==> config.mk <==
export PLATFORM = sky130hd
export DESIGN_NAME = spi_flash_cmd_seq
export DESIGN_NICKNAME = d
export VERILOG_FILES = /design/src/rtl/spi_flash_cmd_seq.sv
export SDC_FILE = /design/constraint.sdc
export NUM_CORES = 1
export LEC_CHECK = 0
export ABC_AREA = 1
export BUFFER_PORTS_ARGS = -buffer_cell sky130_fd_sc_hd__buf_2
export CAP_MARGIN = 30
export CORE_UTILIZATION = 59
export DETAILED_ROUTE_END_ITERATION = 12
export GPL_TIMING_DRIVEN = 0
export PLACE_DENSITY_LB_ADDON = 0.2
export RECOVER_POWER = 100
export SETUP_SLACK_MARGIN = 0.1
export SKIP_LAST_GASP = 1
export SYNTH_ARGS = -nofsm -noshare
export SYNTH_HDL_FRONTEND = slang
export SYNTH_SLANG_ARGS = --single-unit
==> constraint.sdc <==
create_clock -name CLK_100M -period 4.5 [get_ports CLK_100M]
set_input_delay 0.225 -clock CLK_100M [delete_from_list [all_inputs] [get_ports CLK_100M]]
set_output_delay 0.225 -clock CLK_100M [all_outputs]
set_load 0.005 [all_outputs]
==> src/rtl/spi_flash_cmd_seq.sv <==
// SPI NOR flash command sequencer: turns READ / PAGE_PROGRAM / SECTOR_ERASE / READ_ID
// requests into WREN, command and RDSR-poll transactions on an external byte shifter.
module spi_flash_cmd_seq #(
    parameter logic [15:0] POLL_LIMIT = 16'd50000,
    parameter int          LEN_W      = 9
) (
    input  logic             CLK_100M,
    input  logic             rst,
    input  logic             req_valid,
    output logic             req_ready,
    input  logic [1:0]       req_op,
    input  logic [23:0]      req_addr,
    input  logic [LEN_W-1:0] req_len,
    output logic             done,
    output logic             err,
    output logic             sh_start,
    output logic [7:0]       sh_opcode,
    output logic [23:0]      sh_addr,
    output logic             sh_addr_en,
    output logic [LEN_W-1:0] sh_len,
    input  logic             sh_done,
    input  logic [7:0]       sh_rdata
);

    localparam logic [2:0] S_IDLE   = 3'd0;
    localparam logic [2:0] S_WREN   = 3'd1;
    localparam logic [2:0] S_WREN_W = 3'd2;
    localparam logic [2:0] S_CMD    = 3'd3;
    localparam logic [2:0] S_CMD_W  = 3'd4;
    localparam logic [2:0] S_POLL   = 3'd5;
    localparam logic [2:0] S_POLL_W = 3'd6;
    localparam logic [2:0] S_FIN    = 3'd7;

    localparam logic [1:0] OP_READ    = 2'd0;
    localparam logic [1:0] OP_PROGRAM = 2'd1;
    localparam logic [1:0] OP_ERASE   = 2'd2;
    localparam logic [1:0] OP_READ_ID = 2'd3;

    localparam logic [1:0] L_NONE = 2'd0;
    localparam logic [1:0] L_WREN = 2'd1;
    localparam logic [1:0] L_CMD  = 2'd2;
    localparam logic [1:0] L_POLL = 2'd3;

    logic [2:0]       state_q, state_d;
    logic [1:0]       op_q, op_d;
    logic [23:0]      addr_q, addr_d;
    logic [LEN_W-1:0] len_q, len_d;
    logic [15:0]      poll_cnt_q, poll_cnt_d;
    logic             err_q, err_d;
    logic             done_q, done_d;
    logic             sh_start_q, sh_start_d;
    logic [7:0]       sh_opcode_q, sh_opcode_d;
    logic [23:0]      sh_addr_q, sh_addr_d;
    logic             sh_addr_en_q, sh_addr_en_d;
    logic [LEN_W-1:0] sh_len_q, sh_len_d;
    logic [1:0]       launch;
    logic             poll_exhausted;

    // Only the WIP bit of the status register matters here.
    logic unused_status;
    assign unused_status = &{1'b0, sh_rdata[7:1]};

    function automatic logic needs_wel(input logic [1:0] op);
        return (op == OP_PROGRAM) || (op == OP_ERASE);
    endfunction

    function automatic logic [7:0] cmd_opcode(input logic [1:0] op);
        case (op)
            OP_READ:    return 8'h03;
            OP_PROGRAM: return 8'h02;
            OP_ERASE:   return 8'hD8;
            default:    return 8'h9F;
        endcase
    endfunction

    assign poll_exhausted = ({1'b0, poll_cnt_q} + 17'd1) >= {1'b0, POLL_LIMIT};

    // NOTE: every variable gets its default before the case so no path can infer a latch.
    always_comb begin
        state_d      = state_q;
        op_d         = op_q;
        addr_d       = addr_q;
        len_d        = len_q;
        poll_cnt_d   = poll_cnt_q;
        err_d        = err_q;
        done_d       = 1'b0;
        sh_start_d   = 1'b0;
        sh_opcode_d  = sh_opcode_q;
        sh_addr_d    = sh_addr_q;
        sh_addr_en_d = sh_addr_en_q;
        sh_len_d     = sh_len_q;
        launch       = L_NONE;

        case (state_q)
            S_IDLE: begin
                if (req_valid) begin
                    op_d   = req_op;
                    addr_d = req_addr;
                    len_d  = req_len;
                    err_d  = 1'b0;
                    launch = needs_wel(req_op) ? L_WREN : L_CMD;
                end
            end
            S_WREN:   state_d = S_WREN_W;
            S_WREN_W: if (sh_done) launch = L_CMD;
            S_CMD:    state_d = S_CMD_W;
            S_CMD_W: begin
                if (sh_done) begin
                    if (needs_wel(op_q)) begin
                        launch = L_POLL;
                    end else begin
                        state_d = S_FIN;
                        done_d  = 1'b1;
                    end
                end
            end
            S_POLL:   state_d = S_POLL_W;
            S_POLL_W: begin
                if (sh_done) begin
                    if (!sh_rdata[0]) begin
                        state_d = S_FIN;
                        done_d  = 1'b1;
                    end else if (poll_exhausted) begin
                        state_d = S_FIN;
                        done_d  = 1'b1;
                        err_d   = 1'b1;
                    end else begin
                        poll_cnt_d = poll_cnt_q + 16'd1;
                        launch     = L_POLL;
                    end
                end
            end
            S_FIN:    state_d = S_IDLE;
            default:  state_d = S_IDLE;
        endcase

        // Transaction fields are loaded together with sh_start and held until the next launch.
        case (launch)
            L_WREN: begin
                state_d      = S_WREN;
                sh_start_d   = 1'b1;
                sh_opcode_d  = 8'h06;
                sh_addr_d    = 24'h0;
                sh_addr_en_d = 1'b0;
                sh_len_d     = '0;
            end
            L_CMD: begin
                state_d      = S_CMD;
                sh_start_d   = 1'b1;
                sh_opcode_d  = cmd_opcode(op_d);
                sh_addr_d    = addr_d;
                sh_addr_en_d = (op_d != OP_READ_ID);
                sh_len_d     = (op_d == OP_ERASE) ? '0 : len_d;
                poll_cnt_d   = 16'd0;
            end
            L_POLL: begin
                state_d      = S_POLL;
                sh_start_d   = 1'b1;
                sh_opcode_d  = 8'h05;
                sh_addr_d    = 24'h0;
                sh_addr_en_d = 1'b0;
                sh_len_d     = LEN_W'(1);
            end
            default: ;
        endcase
    end

    // NOTE: sequential state uses non-blocking assignments so all registers update together.
    always_ff @(posedge CLK_100M or posedge rst) begin
        if (rst) begin
            state_q      <= S_IDLE;
            op_q         <= OP_READ;
            addr_q       <= 24'h0;
            len_q        <= '0;
            poll_cnt_q   <= 16'd0;
            err_q        <= 1'b0;
            done_q       <= 1'b0;
            sh_start_q   <= 1'b0;
            sh_opcode_q  <= 8'h0;
            sh_addr_q    <= 24'h0;
            sh_addr_en_q <= 1'b0;
            sh_len_q     <= '0;
        end else begin
            state_q      <= state_d;
            op_q         <= op_d;
            addr_q       <= addr_d;
            len_q        <= len_d;
            poll_cnt_q   <= poll_cnt_d;
            err_q        <= err_d;
            done_q       <= done_d;
            sh_start_q   <= sh_start_d;
            sh_opcode_q  <= sh_opcode_d;
            sh_addr_q    <= sh_addr_d;
            sh_addr_en_q <= sh_addr_en_d;
            sh_len_q     <= sh_len_d;
        end
    end

    assign req_ready  = (state_q == S_IDLE);
    assign done       = done_q;
    assign err        = err_q;
    assign sh_start   = sh_start_q;
    assign sh_opcode  = sh_opcode_q;
    assign sh_addr    = sh_addr_q;
    assign sh_addr_en = sh_addr_en_q;
    assign sh_len     = sh_len_q;

endmodule

==> metrics.csv <==
metric,value,unit
run_status,"complete, but fails checks",
violations,"capacitance limit, slew limit",
avgSynthCellArea,8.67,um2
p_leak,2.55,nW
max_stage_delay,510,ps
rows,31,
r2r_slack,1100,ps
rsz0062_at_grt,false,
pre_cts_slack,1680,ps
setup-violations-final,0,
comb_power_share,36.8,%
cap_viol_max_count,1,
cp.required,4740,ps
synth_area,4490,um2
cp_common_cell,nand2_1,
drtIter0Drc,220,
cts_root_buf,clkbuf_8,
p_int,1.86,mW
vias,3740,
switchingPower,1.12,mW
power_frac_seq,45.0,%
crit_arrival,3640,ps
cp_top_family,simple AND/OR/NAND/NOR gates,
dp_hpwl,6.93,mm
wl_per_cell,13.8,um
fmax,0.294,GHz
routabilityCongestion,0.912,
min_path_type,input pin to flop,
rr_endpoint,sh_addr[14],
irDropWorstVdd,0.389,mV
r2r_start,poll_cnt_q[0],
die_x,89.2,um
worstSkewPairLatency,370,ps
ys_types,36,
seqCellArea,2400,um2
synth.area.top_cells,"dfrtp_1, nand2_1, o21ai_0, inv_1, or2_2",
whs_endpoint,len_q[5],
path_max_fanout,10,
final_hold_viol_count,0,
first_global_vias,3547,
use_met1,35.1,%
final_area,5150,um2
postCtsSetupRepairBufs,0,
antenna_found_initial,0,
ctsResizeCount,0,
dpl_cell_area,5060,um2
port_buffers,84,
grt_first_pass_wirelength,16.0,mm
num_io_pins,93,
fin_nets,668,
relSlewSlack,-19.1,%
fin_crit,3400,ps
yosysSeqAreaShare,53.5,%
htreeDepth,3,
grt_use_met3,6.56,%
yosysWarnings,0,
area_growth,14.8,%
clkSinkCount,96,
wl,9.89,mm
hp-start,req_len[5],
fin_crit_sh,75.6,%
power_density,579,nW/um2
synth_top_area_cell,dfrtp_1,
path_cells,ha_1 -> nand2_1 -> nor2_1 -> a21boi_0 -> nor2_1 -> nand3_1 -> nand2_1 -> nand3_1 -> nand4_1 -> clkinvlp_2 -> buf_6 -> nand2_1 -> o21ai_0,
synth_seq_cells,96,
n_fill_cell,613,
firstDrtPassIters,5,
worst_slack,1100,ps
clock_path_buffers,2,
cts_tree,done,
ant_nets,0,
cts_made_buffers,9,
layout-drive-gt1-share,20.0,%
clk_pin_slew,100,ps
synth_top_area_share,53.5,%
grt_use_met2,43.2,%
min_delay_path_depth,3,
timing.hold.ws,72.0,ps
criticalPathCategory,flop to flop,
reg2reg_depth,13,
skew,9.68,ps
grt_max_degree,77,
die_area,7960,um2
crit_path_start,poll_cnt_q[0],
switching_share,37.6,%
insertedDiodeCount,0,
grt-busiest-layer,met2,
gr-total-overflow,0,
synth_cells,518,
initial_utilization,61.6,%
timing.setup.tns,0,ps
grt_use_total,26.9,%
syn_nets,571,
die_y,89.2,um
cp_num_buf_inv,2,
critPathSlowestCell,clkinvlp_2,
vias_per_cell,5.20,
end_kind,flop,
fin_util,70.7,%
drv_slew,77,
core,7290,um2
clkPwrFrac,18.1,%
multi_input_area,1710,um2
drc,0,
startpoint_type,flop,
tightest_slew,1790,ps
worst max-delay path by stage:
| stage | to | cells after the start |
|---|---|---|
| final | sh_addr[14] | 13 |
| after global routing | sh_addr[14] | 13 |
| after CTS | sh_len[0] | 13 |
| after detailed placement | sh_len[0] | 13 |
| after global placement | addr_q[10] | 2 |
| after floorplan | addr_q[0] | 1 |
repair_timing:
| action | 4_1_cts | 5_1_grt |
|---|---|---|
| setup endpoints to repair | 0 | 0 |
| hold buffers | 1 | 0 |
| hold endpoints to repair | 20 | 0 |
cells in the mapped netlist (all sizes together):
cell,instances
a21o,2
nand4,15
or2,32
nand3b,1
inv,54
clkinv,1
nand3,26
nor3,5
buf,11
nand2,134
a21boi,1
a21oi,18
dfrtp,96
xor2,5
ha,6
conb,1
nor2,36
xnor2,2
clkbuf,11
nor3b,1
o32ai,1
o21ai,59
worst register-to-register path, stage by stage, from the launching register on:
cell and delay, ps:
dfrtp_1 450, ha_1 260, nand2_1 120, nor2_1 270, a21boi_0 140, nor2_1 230
nand3_1 110, nand2_1 80, nand3_1 260, nand4_1 370, clkinvlp_2 510, buf_6 310
nand2_1 70, o21ai_0 90
per-stage QoR:
stage | total power, mW | instances
2_1_floorplan | 2.11 | 518
4_1_cts | 3.06 | 719
3_3_place_gp | 2.46 | 701
3_5_place_dp | 2.52 | 702
6_report | 2.98 | 719
5_1_grt | 3.22 | 719
power by group through the flow:
stage	registers, mW	logic, mW	clock network, mW
after floorplan	1.35	0.765	0
after global placement	1.34	1.12	0
after detailed placement	1.36	1.16	0
after CTS	1.34	1.18	0.548
after global routing	1.37	1.26	0.585
final	1.34	1.10	0.542
routing by layer:
metal / wire length [um] / up-vias
met5: 0 / -
met4: 171 / 0
met3: 486 / 17
met2: 4840 / 94
met1: 4390 / 1795
li1: - / 1834
logic make-up (layout without fill, tap and decap cells):
| group | after synthesis | count (layout) | synth area share, % |
|---|---|---|---|
| flip-flops | 96 | 96 | 53.5 |
| buffers and inverters | 77 | 179 | 7.50 |
| other | 1 | 1 | 0.0835 |
| adder cells (fa/ha/maj) | 6 | 6 | 1.67 |
| AO/OA/AOI/OAI | 81 | 81 | 9.78 |
| XOR/XNOR | 7 | 7 | 1.37 |
| AND/OR/NAND/NOR | 250 | 250 | 26.1 |
sequential cells by signal, summed over array words and instances, names as in the netlist, 2 cells and up:
register    count
addr_q         24
sh_addr        24
poll_cnt_q     16
len_q           9
sh_len          9
sh_opcode       5
state_q         3
op_q            2
area by class of cell:
type / instances / area share (%)
Buffer: 22 / 2.35
Clock buffer: 10 / 2.67
Clock inverter: 6 / 0.971
Inverter: 55 / 4.05
Multi-Input combinational cell: 345 / 33.2
Sequential cell: 96 / 46.6
Tap cell: 99 / 2.40
Timing Repair Buffer: 86 / 7.79
placed cells by master (no fill, tap or decap), types with 2 or more instances in the layout:
master,count
nand2_1,132
inv_1,52
nor2_2,2
nand3_1,25
buf_2,58
nand4_1,15
clkbuf_4,2
nand2_2,2
nor3_1,4
ha_1,6
a21o_1,2
dfrtp_1,96
o21ai_0,57
clkinvlp_2,2
buf_4,2
a21oi_1,18
or2_2,31
clkbuf_8,10
nor2_1,33
inv_6,2
buf_6,3
xnor2_1,2
xor2_1,5
clkbuf_1,40
(Power assumes the default switching activity.)
